--- src/rtl/lau_pkg.sv ---
// Shared arithmetic-unit package.
// Provides the speed selector used by the arithmetic building blocks:
//   SLOW - bit-serial ripple structure
//   FAST - single-expression arithmetic, left to the synthesis tool
package lau_pkg;

    typedef enum logic {
        SLOW = 1'b0,
        FAST = 1'b1
    } speed_e;

endpackage

--- src/rtl/DecC.sv ---
// Decrementer with carry-in: S = A - CI, CO = borrow out of the MSB.
// Ports:
//   A  [width-1:0] in  - operand
//   CI             in  - amount to subtract (0 or 1)
//   S  [width-1:0] out - result
//   CO             out - borrow out (A == 0 && CI == 1)
module DecC
    import lau_pkg::*;
#(
    parameter int     width = 8,
    parameter speed_e speed = FAST
) (
    input  logic [width-1:0] A,
    input  logic             CI,
    output logic [width-1:0] S,
    output logic             CO
);

    generate
        if (speed == FAST) begin : g_fast
            logic [width:0] diff;
            // The extra MSB of the widened subtraction is the borrow.
            assign diff = {1'b0, A} - {{width{1'b0}}, CI};
            assign S    = diff[width-1:0];
            assign CO   = diff[width];
        end else begin : g_ripple
            logic [width:0] borrow;
            assign borrow[0] = CI;
            for (genvar gi = 0; gi < width; gi++) begin : g_bit
                assign S[gi]          = A[gi] ^ borrow[gi];
                assign borrow[gi + 1] = ~A[gi] & borrow[gi];
            end
            assign CO = borrow[width];
        end
    endgenerate

endmodule

--- src/rtl/dec_timer.sv ---
// Loadable down-counting timer with optional auto-reload.
// Ports:
//   CLK, RST (async, active-high)
//   LD_VAL/LD_RDY/LD_DATA - load handshake; LD_DATA is start and reload value
//   EN      - count tick, one decrement per cycle while counting
//   RELOAD  - on terminal count: 1 = restart from reload value, 0 = stop
//   ABORT   - stop a running count, keep Q, no terminal pulse
//   Q       - registered count value
//   BUSY    - counting; TC - registered terminal-count pulse
module dec_timer
    import lau_pkg::*;
#(
    parameter int     width = 8,
    parameter speed_e speed = lau_pkg::FAST
) (
    input  logic             CLK,
    input  logic             RST,
    input  logic             LD_VAL,
    output logic             LD_RDY,
    input  logic [width-1:0] LD_DATA,
    input  logic             EN,
    input  logic             RELOAD,
    input  logic             ABORT,
    output logic [width-1:0] Q,
    output logic             BUSY,
    output logic             TC
);

    typedef enum logic {
        IDLE = 1'b0,
        RUN  = 1'b1
    } state_e;

    state_e           state_q, state_d;
    logic [width-1:0] q_q, q_d;
    logic [width-1:0] rv_q, rv_d;
    logic             tc_q, tc_d;

    logic [width-1:0] dec_s;
    logic             dec_co;
    logic             dec_zero;

    DecC #(
        .width(width),
        .speed(speed)
    ) u_dec (
        .A (q_q),
        .CI(EN),
        .S (dec_s),
        .CO(dec_co)
    );

    // Q >= 1 throughout RUN, so the borrow never fires there; folding it in
    // keeps a hypothetical wrap from ever being mistaken for a terminal count.
    assign dec_zero = ~(|dec_s) & ~dec_co;

    always_comb begin
        state_d = state_q;
        q_d     = q_q;
        rv_d    = rv_q;
        tc_d    = 1'b0;
        unique case (state_q)
            IDLE: begin
                // LD_RDY is high in IDLE, so LD_VAL alone completes the handshake.
                if (LD_VAL) begin
                    q_d  = LD_DATA;
                    rv_d = LD_DATA;
                    if (LD_DATA == '0) begin
                        tc_d = 1'b1;
                    end else begin
                        state_d = RUN;
                    end
                end
            end
            RUN: begin
                if (ABORT) begin
                    state_d = IDLE;
                end else if (EN) begin
                    if (dec_zero) begin
                        tc_d = 1'b1;
                        if (RELOAD) begin
                            // Skip the zero value so the period is exactly rv ticks.
                            q_d = rv_q;
                        end else begin
                            q_d     = '0;
                            state_d = IDLE;
                        end
                    end else begin
                        q_d = dec_s;
                    end
                end
            end
            default: state_d = IDLE;
        endcase
    end

    always_ff @(posedge CLK or posedge RST) begin
        if (RST) begin
            state_q <= IDLE;
            q_q     <= '0;
            rv_q    <= '0;
            tc_q    <= 1'b0;
        end else begin
            state_q <= state_d;
            q_q     <= q_d;
            rv_q    <= rv_d;
            tc_q    <= tc_d;
        end
    end

    assign Q      = q_q;
    assign TC     = tc_q;
    assign BUSY   = (state_q == RUN);
    assign LD_RDY = (state_q == IDLE);

endmodule
--- config.mk ---
export PLATFORM = sky130hd
export DESIGN_NAME = dec_timer
export DESIGN_NICKNAME = d
export VERILOG_FILES = /design/src/rtl/lau_pkg.sv /design/src/rtl/DecC.sv /design/src/rtl/dec_timer.sv
export SDC_FILE = /design/constraint.sdc
export NUM_CORES = 1
export LEC_CHECK = 0
export ABC_AREA = 1
export CELL_PAD_IN_SITES_DETAIL_PLACEMENT = 0
export CELL_PAD_IN_SITES_GLOBAL_PLACEMENT = 1
export CORE_MARGIN = 1
export CORE_UTILIZATION = 31
export CTS_CLUSTER_DIAMETER = 40
export DETAILED_ROUTE_END_ITERATION = 16
export GPL_TIMING_DRIVEN = 0
export PLACE_DENSITY_LB_ADDON = 0.1
export SETUP_SLACK_MARGIN = 0.5
export SLEW_MARGIN = 25
export SYNTH_ARGS = -nofsm -noshare
export SYNTH_HDL_FRONTEND = slang
export SYNTH_SLANG_ARGS = --single-unit
--- constraint.sdc ---
create_clock -name CLK -period 1.6 [get_ports CLK]
set_clock_uncertainty 0.1 [all_clocks]
set_input_delay 0.24 -clock CLK [delete_from_list [all_inputs] [get_ports CLK]]
set_output_delay 0.24 -clock CLK [all_outputs]
set_load 0.02 [all_outputs]
==> results of run 1 <==
[timing repair]
item                                    4_1_cts  5_1_grt
endpoints found under the setup margin       29       33
setup buffers                                17        3
gates cloned                                  2        0
pin swaps                                    18       10
gates resized for setup                      92       36
[report_power, final]
part           total, W  switching (W)  internal [W]  leakage, nW
logic           0.00141       0.000724      0.000682        0.620
clock network  0.000284       0.000146      0.000139       0.0210
registers      0.000713       0.000132      0.000581        0.214
[metal layers]
layer / GRT usage / vias up / part of all wire
met5: 0 / - / 0
met4: 0.0571 / 0 / 0.012
met3: 0.0248 / 4 / 0.027
met2: 0.322 / 22 / 0.51
met1: 0.248 / 571 / 0.45
li1: - / 605 / -
[final timing paths]
kind / from / endpoint / cells after the start
setup / recovery: Q[0] / Q[0] / 13
hold / removal: RST / rv_q[7] / 2
setup reg to reg: Q[0] / Q[0] / 13
hold reg to reg: rv_q[6] / rv_q[6] / 2
max in group asynchronous: RST / Q[3] / 2
min in group CLK: LD_VAL / BUSY / 3
[stage by stage]
stage / total power (W) / setup WS, ns / TNS, ns / cell area [um^2] / hold slack (ns)
2_1_floorplan: 0.00131 / -0.241 / -2.01 / 1170 / 0.0784
3_3_place_gp: 0.00163 / -0.760 / -7.25 / 1460 / 0.369
3_5_place_dp: 0.00165 / -0.781 / -7.52 / 1460 / 0.374
4_1_cts: 0.00227 / -0.290 / -2.55 / 1740 / 0.275
5_1_grt: 0.00258 / -0.448 / -4.22 / 1870 / 0.197
6_report: 0.00240 / -0.322 / -2.76 / 1870 / 0.180
[layout make-up]
class / count / area [um^2] / share of cell area
Multi-Input combinational cell: 113 / 746 / 0.398
Timing Repair Buffer: 44 / 460 / 0.246
Sequential cell: 18 / 455 / 0.243
Inverter: 21 / 85.1 / 0.0454
Tap cell: 46 / 57.6 / 0.0307
Clock buffer: 4 / 36.3 / 0.0194
Buffer: 3 / 33.8 / 0.0180
[cell usage in the layout (no fill, tap or decap), types with 3 or more instances in the layout]
master,synthesis,routed
sky130_fd_sc_hd__a21oi_1,11,9
sky130_fd_sc_hd__buf_4,0,7
sky130_fd_sc_hd__buf_6,0,24
sky130_fd_sc_hd__clkbuf_4,0,3
sky130_fd_sc_hd__clkdlybuf4s50_1,0,10
sky130_fd_sc_hd__dfrtp_1,18,14
sky130_fd_sc_hd__dfrtp_2,0,4
sky130_fd_sc_hd__inv_1,19,15
sky130_fd_sc_hd__inv_2,1,3
sky130_fd_sc_hd__nand2_1,41,31
sky130_fd_sc_hd__nand2_2,2,8
sky130_fd_sc_hd__nand2_4,0,3
sky130_fd_sc_hd__nand3_1,8,5
sky130_fd_sc_hd__nand3_2,0,3
sky130_fd_sc_hd__nand4_1,5,5
sky130_fd_sc_hd__nor2_1,13,13
sky130_fd_sc_hd__nor2_4,2,3
sky130_fd_sc_hd__o21ai_1,4,8
sky130_fd_sc_hd__o21ai_2,0,9
[critical path: stages (launching register included)]
cell and delay, ns:
sky130_fd_sc_hd__dfrtp_2 0.42, sky130_fd_sc_hd__inv_2 0.07, sky130_fd_sc_hd__ha_4 0.14, sky130_fd_sc_hd__ha_4 0.16, sky130_fd_sc_hd__inv_2 0.03, sky130_fd_sc_hd__nand2_1 0.04, sky130_fd_sc_hd__nand2_1 0.06, sky130_fd_sc_hd__nor2_1 0.08
sky130_fd_sc_hd__nand3_1 0.12, sky130_fd_sc_hd__nor2_4 0.19, sky130_fd_sc_hd__nand3_4 0.15, sky130_fd_sc_hd__nand2_1 0.10, sky130_fd_sc_hd__nand3_1 0.07, sky130_fd_sc_hd__a21oi_1 0.12
[kinds of logic after synthesis]
| group | after synthesis | synth area share |
|---|---|---|
| mux | 2 | 0.0202 |
| simple gates | 77 | 0.322 |
| buf+inv | 24 | 0.0808 |
| fa+ha+maj | 3 | 0.0337 |
| xor+xnor | 1 | 0.00786 |
| flops | 18 | 0.404 |
| compound gates | 29 | 0.131 |
[state kept, by name, summed over array words and instances, names as in the netlist]
signal / cells
BUSY: 1
Q: 8
TC: 1
rv_q: 8
==> qor.log, run 1 <==
[worst_setup_path] endpoint class of the critical path flip-flop
[timing] setup repair after global routing missed its margin yes
[place] Cell Count Post-Placement 223
[timing] setup ws final -0.322 ns
[clocking] TritonCTS Buffers 3
[yosys] most frequent cells after synthesis 41 x sky130_fd_sc_hd__nand2_1, 19 x sky130_fd_sc_hd__inv_1, 18 x sky130_fd_sc_hd__dfrtp_1, 13 x sky130_fd_sc_hd__nor2_1, 13 x sky130_fd_sc_hd__o21ai_0
[floorplan] die width 62.0 um
[yosys] summed instance area of the synthesized netlist 0.00111 mm^2
[floorplan] placeable core region 0.00339 mm^2
[timing] # setup viols final 11
[final_layout] fill cell total of the finished layout 330
[floorplan] Die Y-Extent 62.0 um
[yosys] post-synthesis sequential element count 18
[yosys] post-synthesis average cell area 7.24 um^2
[yosys] syn nets 171
[final_layout] post-layout net count 221
[routing] mean routed wirelength per cell 13.7 um
[place] placed wire-length estimate after detailed placement 2290 um
[floorplan] overall die area 0.00384 mm^2
[grt] wire length of the first global-routing pass 5130 um
[clocking] number of H-tree branching levels 1
[yosys] most numerous cell in the Yosys netlist sky130_fd_sc_hd__nand2_1
[floorplan] initial core utilization 0.329
[yosys] biggest area contributors in the synthesized netlist sky130_fd_sc_hd__dfrtp_1 40%, sky130_fd_sc_hd__nand2_1 14%, sky130_fd_sc_hd__inv_1 6.4%, sky130_fd_sc_hd__o21ai_0 5.8%, sky130_fd_sc_hd__a21oi_1 4.9%
[final_layout] share of post-route cells with drive strength above 1 0.414
[worst_setup_path] largest driver fanout on the critical path 5
[power] power per standard cell area 1280 mW/mm^2
[routing] routed via count 1202
[hold_path] type of the most critical hold path input port to async pin
[clocking] clock latency at the later pin of the worst-skew pair 0.29 ns
[grt] global-route usage over all layers 0.189
[worst_setup_path] startpoint class of the critical path flip-flop
[timing] achievable clock frequency 520 MHz
[grt] maximum number of pins on one net before global-route repair 19
[clocking] clock sinks 18
[grt] vias in the first global route 1115
[timing] worst rel slew slack 0.710
[yosys] commonest register cell after synthesis sky130_fd_sc_hd__dfrtp_1
[timing] time the worst path needs with I/O delays and setup 1.92 ns
[floorplan] standard-cell rows 21
[grt] number of antenna violations at the first check in global routing 0
[timing] final worst-path cycle share 1.20
[place] GP Congestion 0.739
[timing] Tightest Pin Transition 0.434 ns
[routing] antenna-violating nets left 0
[worst_setup_path] Setup Crit Path Kind flip-flop to flip-flop
[routing] Vias/cell 4.83
[clocking] Clk Tree Root Cell sky130_fd_sc_hd__clkbuf_4
[yosys] sequential fraction of the synthesis area 0.404
[worst_setup_path] signal arrival time at the worst endpoint 2.04 ns
[yosys] library cell occupying the most area in the post-synthesis netlist sky130_fd_sc_hd__dfrtp_1
[worst_setup_path] worst reg-to-reg setup slack -0.32 ns
[timing] final count of hold timing violations 0
[clocking] post-CTS clock slew at the launch and capture registers of the worst setup and hold paths 0.11 ns
[routing] number of detailed-route iterations in the first pass 4
[final_layout] Finished Layout Cells 249
[routing] wire length reported by the detailed router 3410 um
[place] count of buffers from port buffering 23
[final_layout] Util after Layout 0.553
[clocking] CTS Buffer Depth 2
[flow_run] # Max-Cap Violations 0
[routing] residual DRC count 0
[yosys] share of the synthesized area in the top cell type 0.404
[clocking] CTS tree yes
[routing] initial drt markers 32
[power] Worst VDD drop 494 uV
[grt] aggregate global routing overflow 0
[timing] final-report max-slew violation count 0
[yosys] number of warnings reported in the yosys synthesis log 0
[final_layout] antenna cell count 0
[yosys] number of enable flip-flop cells after synthesis 0
[power] static leakage 0.855 nW
[yosys] share of flip-flops with an asynchronous set or reset after synthesis 1.00
[final_layout] Layout Area Growth over Synthesis 68.1%
[yosys] post-synthesis instance total 154
[outcome] outcome complete, but fails checks
[clocking] hold bufs inserted after CTS 0
[yosys] number of unique standard cell types used by synthesis 22
[worst_setup_path] required time of the critical path 1.72 ns
[floorplan] number of top-level design ports 25
[outcome] violations in the final reports setup timing
Power figures use the tool's default switching activity.
==> run 2: changes to the inputs <==
--- a/config.mk
+++ b/config.mk
@@ -5,11 +5,10 @@
 export SDC_FILE = /design/constraint.sdc
 export NUM_CORES = 1
 export LEC_CHECK = 0
-export ABC_AREA = 1
 export CELL_PAD_IN_SITES_DETAIL_PLACEMENT = 0
 export CELL_PAD_IN_SITES_GLOBAL_PLACEMENT = 1
 export CORE_MARGIN = 1
-export CORE_UTILIZATION = 31
+export CORE_UTILIZATION = 32
 export CTS_CLUSTER_DIAMETER = 40
 export DETAILED_ROUTE_END_ITERATION = 16
 export GPL_TIMING_DRIVEN = 0
==> qor.log, run 2 <==
[power] Worst VDD drop 427 uV [-14%]
[floorplan] die width 58.8 um [-5.2%]
[yosys] post-synthesis instance total 120 [-22%]
[power] sw frac 0.373 [-0.0439]
[final_layout] highest-count cells in the layout ignoring fill and taps 21 x sky130_fd_sc_hd__nand2_1, 21 x sky130_fd_sc_hd__buf_6, 14 x sky130_fd_sc_hd__dfrtp_1
[clocking] clock latency at the later pin of the worst-skew pair 0.31 ns [+0.02 ns]
[worst_setup_path] endpoint class of the critical path flip-flop
[worst_setup_path] Setup Crit Path Kind flip-flop to flip-flop
[worst_setup_path] critical register-to-register path startpoint Q[0]
[final_layout] final instance area 0.00171 mm^2 [-8.5%]
[power] static leakage 0.762 nW [-11%]
[yosys] share of flip-flops with an asynchronous set or reset after synthesis 1.00 [unchanged]
[yosys] sequential fraction of the synthesis area 0.437 [+0.0329]
[worst_setup_path] endpoint of the worst register-to-register path Q[4]
[timing] final-report max-slew violation count 0 [unchanged]
[yosys] number of enable flip-flop cells after synthesis 0 [unchanged]
[worst_setup_path] worst-case reg-to-reg path depth 9 [-4]
[worst_setup_path] destination of the critical timing path Q[4]
[worst_setup_path] required time of the critical path 1.68 ns [-0.04 ns]
[routing] wire length reported by the detailed router 3280 um [-3.8%]
[timing] setup repair after global routing missed its margin yes
[yosys] biggest area contributors in the synthesized netlist sky130_fd_sc_hd__dfrtp_1 44%, sky130_fd_sc_hd__nand2_1 11%, sky130_fd_sc_hd__ha_1 3.6%, sky130_fd_sc_hd__o22ai_1 3.6%, sky130_fd_sc_hd__a31oi_1 3.0%
[clocking] number of H-tree branching levels 1 [unchanged]
[power] combinational power share 0.488 [-0.097]
[worst_setup_path] largest driver fanout on the critical path 5 [unchanged]
[routing] antenna-violating nets left 0 [unchanged]
[outcome] violations in the final reports setup timing
[worst_setup_path] cell occurring most often along the worst timing path sky130_fd_sc_hd__ha_4
[yosys] share of the synthesized area in the top cell type 0.437 [+0.0329]
[floorplan] overall die area 0.00345 mm^2 [-10%]
[place] placed standard-cell area 0.00138 mm^2 [-5.6%]
[grt] number of antenna violations at the first check in global routing 0 [unchanged]
[routing] residual DRC count 0 [unchanged]
[grt] maximum number of pins on one net before global-route repair 19 [unchanged]
[yosys] syn nets 137 [-20%]
[routing] number of detailed-route iterations in the first pass 4 [unchanged]
[yosys] post-synthesis average cell area 8.59 um^2 [+19%]
[timing] Post-Route Setup TNS -7.08 ns [-4.31 ns]
[routing] routed via count 1096 [-8.8%]
[power] sequential fraction of design power 0.352 [+0.055]
[worst_setup_path] slowest library cell on the worst path sky130_fd_sc_hd__dfrtp_2
[place] count of buffers from port buffering 24 [+4.3%]
[floorplan] number of top-level design ports 25 [unchanged]
[timing] achievable clock frequency 428 MHz [-18%]
[clocking] clock sinks 18 [unchanged]
[place] placed wire-length estimate after detailed placement 2060 um [-10%]
[yosys] most frequent cells after synthesis 30 x sky130_fd_sc_hd__nand2_1, 18 x sky130_fd_sc_hd__dfrtp_1, 6 x sky130_fd_sc_hd__o22ai_1
[yosys] number of warnings reported in the yosys synthesis log 0 [unchanged]
[yosys] post-synthesis sequential element count 18 [unchanged]
[worst_setup_path] Largest stage delay, worst path 0.43 ns [about the same]
[yosys] library cell occupying the most area in the post-synthesis netlist sky130_fd_sc_hd__dfrtp_1
[timing] time the worst path needs with I/O delays and setup 2.34 ns [+0.417 ns]
[power] power per standard cell area 1100 mW/mm^2 [-14%]
[floorplan] standard-cell rows 20 [-4.8%]
[power] switching power of the nets 0.000704 W [-30%]
[clocking] TritonCTS Buffers 3 [unchanged]
[yosys] commonest register cell after synthesis sky130_fd_sc_hd__dfrtp_1
[floorplan] placeable core region 0.00305 mm^2 [-9.9%]
[timing] setup ws final -0.739 ns [-0.417 ns]
[timing] final count of hold timing violations 0 [unchanged]
[power] Pint 0.00118 W [-16%]
[worst_setup_path] startpoint class of the critical path flip-flop
[yosys] most numerous cell in the Yosys netlist sky130_fd_sc_hd__nand2_1
[clocking] CTS tree yes
[grt] wire length of the first global-routing pass 5060 um [-1.5%]
[clocking] CTS Buffer Depth 2 [unchanged]
[grt] aggregate global routing overflow 0 [unchanged]
[floorplan] initial core utilization 0.338 [+0.00880]
[worst_setup_path] worst reg-to-reg setup slack -0.74 ns [-0.42 ns]
[place] GP Congestion 0.797 [+7.9%]
[routing] mean routed wirelength per cell 15.3 um [+12%]
[flow_run] # Max-Cap Violations 0 [unchanged]
[timing] Tightest Pin Transition 0.708 ns [+0.274 ns]
[routing] initial drt markers 52 [+63%]
[timing] # setup viols final 10 [-1]
[worst_setup_path] signal arrival time at the worst endpoint 2.41 ns [+0.37 ns]
[worst_setup_path] cell-by-cell trace of the critical path inv_2 > ha_4 > ha_4 > or3b_4 > or4_4 > and4b_1 > buf_6 > nand4_1 > a31oi_1
[final_layout] antenna cell count 0 [unchanged]
[yosys] number of unique standard cell types used by synthesis 31 [+41%]
[floorplan] Die Y-Extent 58.8 um [-5.2%]
[clocking] post-CTS clock slew at the launch and capture registers of the worst setup and hold paths 0.12 ns [about the same]
[final_layout] Layout Area Growth over Synthesis 66.3%
[timing] worst rel slew slack 0.528 [-0.182]
[outcome] outcome complete, but fails checks
[grt] global-route usage over all layers 0.202 [+0.0132]
[final_layout] post-layout net count 188 [-15%]
[clocking] Clk Tree Root Cell sky130_fd_sc_hd__clkbuf_4
[power] part of the total power dissipated in the clock network 0.160 [+0.042]
[clocking] hold bufs inserted after CTS 0 [unchanged]
[routing] Vias/cell 5.12 [+6.1%]
[grt] vias in the first global route 996 [-11%]
[hold_path] type of the most critical hold path input port to async pin
[yosys] summed instance area of the synthesized netlist 0.00103 mm^2 [-7.5%]
[timing] final worst-path cycle share 1.46 [+0.261]
[final_layout] share of post-route cells with drive strength above 1 0.382 [-0.0314]
[worst_setup_path] CP Launch Point Q[0]
==> run 2: changes by cell type after synthesis, sizes merged, moves of 4 or more <==
cell / change
inv: -15
o22ai: +5
a31oi: +5
nand3: -4
nand2: -13
nor2: -12
a21oi: -6
o21ai: -15
==> run 2: logic make-up (layout without fill, tap and decap cells) <==
logic type | Yosys count | after routing | synth area share
buffers and inverters | 11 | 61 | 0.0473
flip-flops | 18 | 18 | 0.437
adder cells (fa/ha/maj) | 3 | 3 | 0.0364
XOR/XNOR | 4 | 4 | 0.0340
AO/OA/AOI/OAI | 21 | 21 | 0.132
AND/OR/NAND/NOR | 63 | 63 | 0.313
==> run 2: how the worst min path moves through the flow <==
stage | from | endpoint | cells past startpoint
after global routing | RST | rv_q[5] | 2
after global placement | rv_q[7] | rv_q[7] | 2
after CTS | RST | rv_q[5] | 2
final | RST | rv_q[7] | 2
after floorplan | RST | Q[1] | 1
after detailed placement | rv_q[4] | rv_q[4] | 2
==> run 2: metrics by stage <==
stage	std cells	utilization	setup WS [ns]	power [W]	hold WS, ns
floorplan	120	-	-0.698	0.00103	0.0784
global placement	188	0.452	-1.26	0.00129	0.359
detailed placement	188	0.452	-1.29	0.00130	0.365
CTS	203	0.508	-0.718	0.00171	0.257
global route	214	0.561	-0.787	0.00199	0.288
finish	214	0.561	-0.739	0.00189	0.226
==> run 2: power by group through the flow <==
stage               clock (W)  sequential (W)  combinational (W)
finish               0.000302        0.000664           0.000921
global route         0.000333        0.000679           0.000982
CTS                  0.000301        0.000655           0.000756
detailed placement          0        0.000678           0.000619
global placement            0        0.000673           0.000617
floorplan                   0        0.000727           0.000299
==> run 2: critical path, delay by kind of cell, from the launching register on <==
family / cells / cell delay [ns]
buffers and inverters: 2 / 0.23
flip-flops: 1 / 0.43
adder cells (fa/ha/maj): 2 / 0.26
AO/OA/AOI/OAI: 1 / 0.09
AND/OR/NAND/NOR: 4 / 1.11
==> run 2: routing by layer <==
layer	vias up	global-route usage	routed length [um]
li1	528	-	-
met1	525	0.295	1560
met2	38	0.302	1500
met3	5	0.0220	175
met4	0	0.0850	45
met5	-	0	0
==> run 2: layout make-up <==
type	count	area, um^2
plain buffers	6	73.8
fillers	289	1340
inverters	5	18.8
repair buffers	46	459
clock buffers	4	36.3
well taps	44	55.1
flip-flops and latches	18	455
multi-input cells	91	616
==> run 2: what timing repair did <==
action	CTS	global route
resized for setup	72	27
setup buffers	9	11
setup endpoints to repair	29	29
pin swaps	1	4
cloned	2	0
==> run 3: changes to the inputs <==
--- a/config.mk
+++ b/config.mk
@@ -14,6 +14,7 @@
 export GPL_TIMING_DRIVEN = 0
 export PLACE_DENSITY_LB_ADDON = 0.1
 export SETUP_SLACK_MARGIN = 0.5
+export SKIP_CTS_REPAIR_TIMING = 1
 export SLEW_MARGIN = 25
 export SYNTH_ARGS = -nofsm -noshare
 export SYNTH_HDL_FRONTEND = slang
==> qor.log, run 3 (same netlist as run 2, synthesis figures left out) <==
[routing] number of detailed-route iterations in the first pass 4 [unchanged]
[timing] worst rel slew slack 0.536 [+0.00833]
[timing] setup repair after global routing missed its margin yes
[floorplan] initial core utilization 0.338 [unchanged]
[grt] aggregate global routing overflow 0 [unchanged]
[grt] maximum number of pins on one net before global-route repair 19 [unchanged]
[final_layout] final instance area 0.00157 mm^2 [-8.3%]
[clocking] Clk Tree Root Cell sky130_fd_sc_hd__clkbuf_4
[place] GP Congestion 0.797 [unchanged]
[floorplan] number of top-level design ports 25 [unchanged]
[outcome] outcome complete, but fails checks
[worst_setup_path] CP Launch Point Q[0]
[routing] wire length reported by the detailed router 3090 um [-5.9%]
[clocking] clock sinks 18 [unchanged]
[clocking] clock latency at the later pin of the worst-skew pair 0.31 ns [about the same]
[final_layout] most common cell after layout, fill and taps aside sky130_fd_sc_hd__nand2_1
[timing] final count of hold timing violations 0 [unchanged]
[clocking] TritonCTS Buffers 3 [unchanged]
[worst_setup_path] endpoint of the worst register-to-register path Q[1]
[routing] mean routed wirelength per cell 15.3 um [-0.32%]
[power] Power, Total 0.00174 W [-7.8%]
[grt] number of antenna violations at the first check in global routing 0 [unchanged]
[routing] initial drt markers 65 [+25%]
[clocking] number of H-tree branching levels 1 [unchanged]
[worst_setup_path] required time of the critical path 1.68 ns [about the same]
[worst_setup_path] signal arrival time at the worst endpoint 2.44 ns [+0.03 ns]
[grt] global-route usage over all layers 0.186 [-0.0158]
[worst_setup_path] endpoint class of the critical path flip-flop
[floorplan] Die Y-Extent 58.8 um [unchanged]
[routing] Vias/cell 5.20 [+1.6%]
[floorplan] standard-cell rows 20 [unchanged]
[grt] wire length of the first global-routing pass 4670 um [-7.6%]
[timing] setup ws final -0.766 ns [-0.0266 ns]
[place] placed standard-cell area 0.00138 mm^2 [unchanged]
[routing] residual DRC count 0 [unchanged]
[outcome] violations in the final reports setup timing
[worst_setup_path] largest driver fanout on the critical path 4 [-1]
[timing] Post-Route Setup TNS -7.33 ns [-0.250 ns]
[worst_setup_path] startpoint class of the critical path flip-flop
[final_layout] share of post-route cells with drive strength above 1 0.329 [-0.0532]
[timing] Tightest Pin Transition 0.695 ns [-0.0125 ns]
[floorplan] overall die area 0.00345 mm^2 [unchanged]
[clocking] CTS tree yes
[final_layout] Layout Area Growth over Synthesis 52.4%
[power] Worst VDD drop 438 uV [+2.6%]
[worst_setup_path] worst-case reg-to-reg path depth 9 [unchanged]
[timing] time the worst path needs with I/O delays and setup 2.37 ns [+0.0266 ns]
[final_layout] highest-count cells in the layout ignoring fill and taps 21 x sky130_fd_sc_hd__nand2_1, 13 x sky130_fd_sc_hd__dfrtp_1, 12 x sky130_fd_sc_hd__clkdlybuf4s50_1
[grt] vias in the first global route 920 [-7.6%]
[timing] final worst-path cycle share 1.48 [+0.0166]
[final_layout] post-layout net count 176 [-6.4%]
[worst_setup_path] destination of the critical timing path Q[1]
[timing] # setup viols final 10 [unchanged]
[routing] antenna-violating nets left 0 [unchanged]
[final_layout] antenna cell count 0 [unchanged]
[place] placed wire-length estimate after detailed placement 2060 um [unchanged]
[timing] Hold Slack 0.221 ns [-0.00431 ns]
[flow_run] # Max-Cap Violations 0 [unchanged]
[worst_setup_path] worst reg-to-reg setup slack -0.77 ns [-0.03 ns]
[floorplan] die width 58.8 um [unchanged]
[place] count of buffers from port buffering 24 [unchanged]
[clocking] post-CTS clock slew at the launch and capture registers of the worst setup and hold paths 0.12 ns [about the same]
[hold_path] type of the most critical hold path input port to async pin
[floorplan] placeable core region 0.00305 mm^2 [unchanged]
[power] static leakage 0.697 nW [-8.5%]
[timing] achievable clock frequency 423 MHz [-1.1%]
[timing] final-report max-slew violation count 0 [unchanged]
[worst_setup_path] critical register-to-register path startpoint Q[0]
[power] power per standard cell area 1110 mW/mm^2 [+0.52%]
[clocking] CTS Buffer Depth 2 [unchanged]
[worst_setup_path] Setup Crit Path Kind flip-flop to flip-flop
[routing] routed via count 1051 [-4.1%]
[run 3: critical path: stages, from the launching register on]
cell	delay (ns)
sky130_fd_sc_hd__dfrtp_2	0.44
sky130_fd_sc_hd__inv_2	0.08
sky130_fd_sc_hd__ha_4	0.13
sky130_fd_sc_hd__ha_4	0.14
sky130_fd_sc_hd__or3b_4	0.40
sky130_fd_sc_hd__or4_4	0.42
sky130_fd_sc_hd__and4b_1	0.22
sky130_fd_sc_hd__buf_4	0.16
sky130_fd_sc_hd__nand4_1	0.06
sky130_fd_sc_hd__a31oi_1	0.08
[run 3: worst min path at each step]
stage          slack, ns       to
2_1_floorplan       0.08     Q[1]
3_3_place_gp        0.36  rv_q[7]
3_5_place_dp        0.37  rv_q[4]
4_1_cts             0.26  rv_q[5]
5_1_grt             0.29  rv_q[5]
6_report            0.22  rv_q[5]
[run 3: final cells by class]
| type | count | area (um^2) |
|---|---|---|
| Inverter | 5 | 18.8 |
| Clock buffer | 4 | 36.3 |
| Timing Repair Buffer | 34 | 328 |
| Multi-Input combinational cell | 91 | 616 |
| Buffer | 6 | 61.3 |
| Tap cell | 44 | 55.1 |
| Sequential cell | 18 | 457 |
| Fill cell | 305 | 1480 |
[run 3: through the flow]
stage                      util  setup WS (ns)  std cells
after floorplan               -         -0.698        120
after global placement    0.452          -1.26        188
after detailed placement  0.452          -1.29        188
after CTS                 0.464         -0.975        192
after global routing      0.515         -0.810        202
final                     0.515         -0.766        202
[run 3: routing by layer]
layer  vias to the layer above  GRT usage  part of all wire  wire length (um)
met4                         0     0.0714            0.0074                23
met2                        36      0.279              0.47              1450
li1                        505          -                 -                 -
met3                         2     0.0220             0.050               154
met5                         -          0                 0                 0
met1                       508      0.273              0.47              1460
[run 3: power breakdown]
group,switching (W),total (W),internal (W)
Sequential,0.000124,0.000687,0.000563
Clock,0.000161,0.000300,0.000139
Combinational,0.000382,0.000752,0.000370
Total,0.000668,0.00174,0.00107
